## src/rtl/kudu_perf_cnt_if.sv

```systemverilog
// Dump stream of the Kudu performance-counter bank: one counter snapshot word per handshake.
// A word transfers on a rising clock edge with dump_valid_o & dump_ready_i; once valid rises, it and the payload hold until that edge.
interface kudu_perf_cnt_if #(
    parameter int CntWidth = 32
) ();
    logic                dump_valid_o;
    logic                dump_ready_i;
    logic [7:0]          dump_idx_o;
    logic [CntWidth-1:0] dump_data_o;
    logic                dump_sat_o;
    logic                dump_last_o;

    modport master (
        output dump_valid_o,
        output dump_idx_o,
        output dump_data_o,
        output dump_sat_o,
        output dump_last_o,
        input  dump_ready_i
    );

    modport slave (
        input  dump_valid_o,
        input  dump_idx_o,
        input  dump_data_o,
        input  dump_sat_o,
        input  dump_last_o,
        output dump_ready_i
    );
endinterface

```

## src/rtl/kudu_perf_cnt.sv

```systemverilog
// Saturating performance-counter bank for the Kudu issuer's event pulses.
// Counter 0 counts enabled cycles; a snapshot freezes all counters into shadows that are streamed out.
module kudu_perf_cnt #(
    parameter int NumEvents = 16,
    parameter int CntWidth  = 32
) (
    input  logic                 clk_i,
    input  logic                 rst_ni,
    input  logic                 start_stop_i,
    input  logic                 clear_i,
    input  logic [NumEvents-1:0] evt_i,
    input  logic                 snap_req_i,
    output logic                 cnt_en_o,
    output logic                 busy_o,
    kudu_perf_cnt_if.master      dump_if
);
    localparam int NumCnt = NumEvents + 1;
    localparam int IdxW = (NumCnt > 1) ? $clog2(NumCnt) : 1;
    localparam logic [7:0] LastIdx = 8'(NumEvents);
    localparam logic [CntWidth-1:0] CntOne = {{(CntWidth-1){1'b0}}, 1'b1};

    typedef enum logic {
        IDLE = 1'b0,
        DUMP = 1'b1
    } state_e;

    state_e              state_q, state_d;
    logic [7:0]          idx_q, idx_d;
    logic                cnt_en_q, cnt_en_d;
    logic                snap_req_q;
    logic                snap_req;
    logic                capture;
    logic [NumCnt-1:0]   inc;
    logic [CntWidth-1:0] cnt_q [NumCnt];
    logic [CntWidth-1:0] cnt_d [NumCnt];
    logic [NumCnt-1:0]   sat_q, sat_d;
    logic [CntWidth-1:0] shd_cnt_q [NumCnt];
    logic [NumCnt-1:0]   shd_sat_q;

    assign snap_req = snap_req_i & ~snap_req_q;
    assign capture  = (state_q == IDLE) & snap_req;
    assign cnt_en_d = cnt_en_q ^ start_stop_i;
    assign inc      = {evt_i, 1'b1} & {NumCnt{cnt_en_q}};

    // Clear dominates; a counter already at all-ones holds and only raises its sticky flag.
    always_comb begin
        for (int i = 0; i < NumCnt; i++) begin
            cnt_d[i] = cnt_q[i];
            sat_d[i] = sat_q[i];
            if (clear_i) begin
                cnt_d[i] = '0;
                sat_d[i] = 1'b0;
            end else if (inc[i]) begin
                if (&cnt_q[i]) begin
                    sat_d[i] = 1'b1;
                end else begin
                    cnt_d[i] = cnt_q[i] + CntOne;
                end
            end
        end
    end

    always_comb begin
        state_d = state_q;
        idx_d   = idx_q;
        case (state_q)
            IDLE: begin
                if (snap_req) begin
                    state_d = DUMP;
                    idx_d   = '0;
                end
            end
            DUMP: begin
                if (dump_if.dump_ready_i) begin
                    if (idx_q == LastIdx) begin
                        state_d = IDLE;
                        idx_d   = '0;
                    end else begin
                        idx_d = idx_q + 8'd1;
                    end
                end
            end
            default: begin
                state_d = IDLE;
                idx_d   = '0;
            end
        endcase
    end

    always_ff @(posedge clk_i) begin
        if (!rst_ni) begin
            state_q    <= IDLE;
            idx_q      <= '0;
            cnt_en_q   <= 1'b0;
            snap_req_q <= 1'b0;
            sat_q      <= '0;
            shd_sat_q  <= '0;
            for (int i = 0; i < NumCnt; i++) begin
                cnt_q[i]     <= '0;
                shd_cnt_q[i] <= '0;
            end
        end else begin
            state_q    <= state_d;
            idx_q      <= idx_d;
            cnt_en_q   <= cnt_en_d;
            snap_req_q <= snap_req_i;
            sat_q      <= sat_d;
            for (int i = 0; i < NumCnt; i++) begin
                cnt_q[i] <= cnt_d[i];
            end
            // Shadows take the pre-edge live values, so this cycle's increment is excluded.
            if (capture) begin
                shd_sat_q <= sat_q;
                for (int i = 0; i < NumCnt; i++) begin
                    shd_cnt_q[i] <= cnt_q[i];
                end
            end
        end
    end

    assign cnt_en_o             = cnt_en_q;
    assign busy_o               = (state_q == DUMP);
    assign dump_if.dump_valid_o = (state_q == DUMP);
    assign dump_if.dump_idx_o   = idx_q;
    assign dump_if.dump_data_o  = (state_q == DUMP) ? shd_cnt_q[idx_q[IdxW-1:0]] : '0;
    assign dump_if.dump_sat_o   = (state_q == DUMP) ? shd_sat_q[idx_q[IdxW-1:0]] : 1'b0;
    assign dump_if.dump_last_o  = (state_q == DUMP) && (idx_q == LastIdx);
endmodule

```

## src/flat_wrapper.sv

```systemverilog
// flat-port wrapper written by rule: the top's interface ports become plain ports
module kudu_perf_cnt_flat 
#(
    parameter int NumEvents = 16,
    parameter int CntWidth  = 32
)
  (clk_i, rst_ni, start_stop_i, clear_i, evt_i, snap_req_i, cnt_en_o, busy_o, dump_if_dump_valid_o, dump_if_dump_idx_o, dump_if_dump_data_o, dump_if_dump_sat_o, dump_if_dump_last_o, dump_if_dump_ready_i);
  kudu_perf_cnt_if #(.CntWidth(CntWidth)) dump_if_i ();
  input  logic clk_i;
  input  logic rst_ni;
  input  logic start_stop_i;
  input  logic clear_i;
  input  logic [NumEvents-1:0] evt_i;
  input  logic snap_req_i;
  output logic cnt_en_o;
  output logic busy_o;
  output wire logic [$bits(dump_if_i.dump_valid_o)-1:0] dump_if_dump_valid_o;
  output wire logic [$bits(dump_if_i.dump_idx_o)-1:0] dump_if_dump_idx_o;
  output wire logic [$bits(dump_if_i.dump_data_o)-1:0] dump_if_dump_data_o;
  output wire logic [$bits(dump_if_i.dump_sat_o)-1:0] dump_if_dump_sat_o;
  output wire logic [$bits(dump_if_i.dump_last_o)-1:0] dump_if_dump_last_o;
  input wire logic [$bits(dump_if_i.dump_ready_i)-1:0] dump_if_dump_ready_i;
  assign dump_if_dump_valid_o = dump_if_i.dump_valid_o;
  assign dump_if_dump_idx_o = dump_if_i.dump_idx_o;
  assign dump_if_dump_data_o = dump_if_i.dump_data_o;
  assign dump_if_dump_sat_o = dump_if_i.dump_sat_o;
  assign dump_if_dump_last_o = dump_if_i.dump_last_o;
  assign dump_if_i.dump_ready_i = dump_if_dump_ready_i;
  kudu_perf_cnt #(.NumEvents(NumEvents), .CntWidth(CntWidth)) u_core (.clk_i(clk_i), .rst_ni(rst_ni), .start_stop_i(start_stop_i), .clear_i(clear_i), .evt_i(evt_i), .snap_req_i(snap_req_i), .cnt_en_o(cnt_en_o), .busy_o(busy_o), .dump_if(dump_if_i));
endmodule
```

## config.mk

```make
export PLATFORM = sky130hd
export DESIGN_NAME = kudu_perf_cnt_flat
export DESIGN_NICKNAME = d
export VERILOG_FILES = /design/src/rtl/kudu_perf_cnt_if.sv /design/src/rtl/kudu_perf_cnt.sv /design/src/flat_wrapper.sv
export SDC_FILE = /design/constraint.sdc
export NUM_CORES = 2
export LEC_CHECK = 0
export ABC_AREA = 1
export ABC_CLOCK_PERIOD_IN_PS = 20900
export CAP_MARGIN = 0
export CELL_PAD_IN_SITES_DETAIL_PLACEMENT = 1
export CELL_PAD_IN_SITES_GLOBAL_PLACEMENT = 1
export CORE_MARGIN = 2
export CORE_UTILIZATION = 47
export DETAILED_ROUTE_END_ITERATION = 6
export PLACE_DENSITY = 0.86
export RECOVER_POWER = 50
export SETUP_SLACK_MARGIN = 0.3
export SYNTH_ARGS = -nofsm -noshare
export SYNTH_HDL_FRONTEND = slang
export SYNTH_SLANG_ARGS = --single-unit
```

## constraint.sdc

```tcl
create_clock -name clk_i -period 20.9 [get_ports clk_i]
set_input_delay 2.09 -clock clk_i [delete_from_list [all_inputs] [get_ports clk_i]]
set_output_delay 2.09 -clock clk_i [all_outputs]
set_load 0.005 [all_outputs]
```

==> impl_results.md <==
* Run status: complete, but fails checks
* Violations in the final reports: max-capacitance violations, max-slew violations
* Number of flops mapped to enable cells by yosys at roughly 540
* Filler cell count in the final layout at 16500
* Critical path data arrival time at 13.64 ns
* Post-synthesis net count at 8753
* Global-route wire length before repair at 343000 µm
* Largest net degree at the start of global routing at 203
* Top post-synthesis cells by count: nand2_1, nor2_1, inv_1, nand3_1, dfxtp_1
* Drt pass-1 iters at 6
* Antenna violations before repair at 3
* Vias in the first global route at 58400
* Portion of synthesized cell area occupied by the leading cell type at 27.0%
* Sum of negative setup slack at 0 ns
* Synthesized flop and latch total at 1138
* Category of the worst setup path launch point: input pin
* Effective utilization at floorplan at roughly 47%
* Final worst path period need at ~13 ns
* Maximum number of buffers from clock root to sink at 3
* Total detailed-routing wirelength at between 200000 and 250000 µm
* Cell type with the highest aggregate area in the netlist: edfxtp_1
* Reg-to-reg critical path startpoint: u_core.busy_o
* DRC errors left at 0
* Seq/Total Area, Yosys at 46.6%
* Category of the most critical setup path: input pin to flip-flop
* Area contributors post-synth: edfxtp_1, dfxtp_1, nand2_1
* Synth-to-layout area growth at 9.57%
* WHS at 0.468 ns
* Max rail drop VDD at approximately 0.078 mV
* Max stage delay on crit path at 6.52 ns
* Count of mapped cells out of synthesis at 8712
* CTS H-tree lvls at 4
* Number of library cell types mapped by synthesis at 34
* Post-DRT Antenna Nets at 0
* Clock transition time at the flip-flop clock pins of the worst setup and hold paths at 0.06 ns
* Postcts setup bufs at 0
* Path type of the worst min-delay path: flip-flop to flip-flop
* Slowest cell on the critical path: clkbuf_1
* GR Overflow Total at 0
* Die footprint at between 100000 and 150000 µm²
* Cells along the critical path: dlygate4sd3_1, inv_1, nor2_1, nand2_1, nand2_1, clkbuf_1, buf_4, buf_4
* Weighted congestion reported at the end of routability-driven placement at 0.953
* Wire length per cell at 21.7 µm
* Power density relative to cell area at 78.2 nW/µm²
* Area of all sequential standard cells at 28200 µm²
* Post-synth ARST share at 0%
* Number of buffers inserted during clock tree synthesis at 131
* Hold_sp: u_core.sat_q[4]
* Number of buffers and inverters on the critical path at 5
* Overall fraction of global-route tracks in use at 33.6%
* Most repeated cell in the gate-level netlist after synthesis: nand2_1
* Synth Flop Type: dfxtp_1
* Max-slew headroom at -527%
* Post-placement cell area at 61900 µm²
* Post-route clock period utilization at 63.4%
* Final non-filler cell area at between 60000 and 70000 µm²
* # nets final at 8651
* Max-Cap Viols at 12
* Clock network latency to the later pin of the worst-skew pair at 0.79 ns
* Max Fanout on Critical Path at about 160
* Initial drt markers at 6379
* Post-synthesis cell area at 60500 µm²
* Number of resized instances in the post-cts repair step at 0
* I/O pin total at 67
* Slew Viols, Final at 826
* Hold-fix buffer count after cts at 0
* Clock tree from TritonCTS: built
* Detailed-route via count at 58800
* Post-Route Skew at 0.0255 ns
* Worst R2R Setup Slack at 8.87 ns
* Clock tree root driver cell: clkbuf_16
* Cell family with most CP delay: buffers and inverters
* Launching instance or port of the critical path: snap_req_i
* Die Span Y at roughly 360 µm
* Count of final setup violators at 0
* Data required time of the critical path at 21.29 ns
* Element type at the critical path end: flip-flop
* PortBufs at 66
* Footprint of the multi-input gates at 27500 µm²
* Leakage at 22.3 nW
* Final standard cell utilization of the core at 51.9%
* RSZ-0062 raised after global routing: no
* Count of endpoints failing hold in the final timing report at 0
* Chip Width at 363 µm
* FP Rows at roughly 130
* Detailed placement HPWL at about 160000 µm
* Peak clock frequency supported by timing at 75.5 MHz
* Pin slew with the least headroom to its limit at roughly 9.4 ns
* Total of warnings raised by yosys at 0
* Core region area at around 130000 µm²
* Mean number of vias per cell at approximately 5.7
* Layout cell share with drive strength beyond 1 at 4.05%
* Average footprint of a synthesized cell at 6.95 µm²
* Number of clock sinks at roughly 1100
==> where the power goes <==
part | switching, mW | internal, mW
Clock | 1.01 | 1.45
Combinational | 0.226 | 0.0510
Sequential | 0.0403 | 2.40
==> worst paths after layout <==
path | endpoint | cells past startpoint
worst max-delay path | u_core.shd_cnt_q[2][24] | 8
worst min-delay path | u_core.sat_q[4] | 2
worst max register to register | u_core.shd_cnt_q[2][24] | 7
worst min register to register | u_core.sat_q[4] | 2
==> layout make-up <==
| class | count | area share, % |
|---|---|---|
| inverter | 816 | 4.64 |
| sequential | 1138 | 42.6 |
| timing repair buffer | 97 | 1.36 |
| tap | 1662 | 3.14 |
| clock inverter | 59 | 1.11 |
| clock buffer | 183 | 5.72 |
| multi-input combinational | 6426 | 41.5 |
| antenna | 1 | 0.00377 |
==> through the flow <==
step	setup slack (ns)	total power [mW]	cells
CTS	13.73	5.19	10400
floorplan	2.43	2.68	8712
global route	7.13	5.30	10400
finish	7.65	5.18	10400
detailed placement	14.38	2.75	10100
global placement	14.56	2.74	10100
==> tightest hold or removal path, delay by kind of cell, from the launching register on <==
kind                   cells  cell delay, ns
DFF                        1            0.30
buffers and inverters      1            0.07
AOI/OAI and AO/OA          1            0.06
==> registers in the layout, summed over array words and instances, names as in the netlist, named ones only <==
register,count
u_core.shd_sat_q,17
u_core.dump_if.dump_idx_o,8
u_core.busy_o,1
u_core.sat_q,17
u_core.cnt_en_o,1
u_core.shd_cnt_q,544
u_core.snap_req_q,1
u_core.cnt_q,544
==> kinds of logic after synthesis <==
| logic type | synth area share, % |
|---|---|
| simple gates | 37.5 |
| fa+ha+maj | 0.393 |
| buf+inv | 7.94 |
| flops | 46.6 |
| xor+xnor | 2.24 |
| compound gates | 5.33 |
==> cells in the final DEF (no fill, tap or decap), types with 39 or more instances in the layout <==
cell / synthesis / routed
nand2_1: 2979 / 2979
nor2_1: 1679 / 1680
inv_1: 794 / 792
nand3_1: 682 / 682
dfxtp_1: 594 / 589
edfxtp_1: 544 / 544
a21oi_1: 414 / 414
o21ai_0: 155 / 155
xor2_1: 154 / 154
clkbuf_16: 0 / 141
nor3_1: 113 / 113
clkdlybuf4s50_1: 0 / 53
nor2_2: 41 / 40
clkbuf_1: 115 / 39
==> layer usage <==
layer	wire length [µm]	track usage, %	share of wire, %	up-vias
met5	12	0	0.0053	-
met2	101000	52.7	45	2198
li1	-	-	-	27200
met3	18700	5.46	8.3	376
met4	7270	10.7	3.2	2
met1	97900	47.3	43	29100
(Power assumes the default switching activity.)
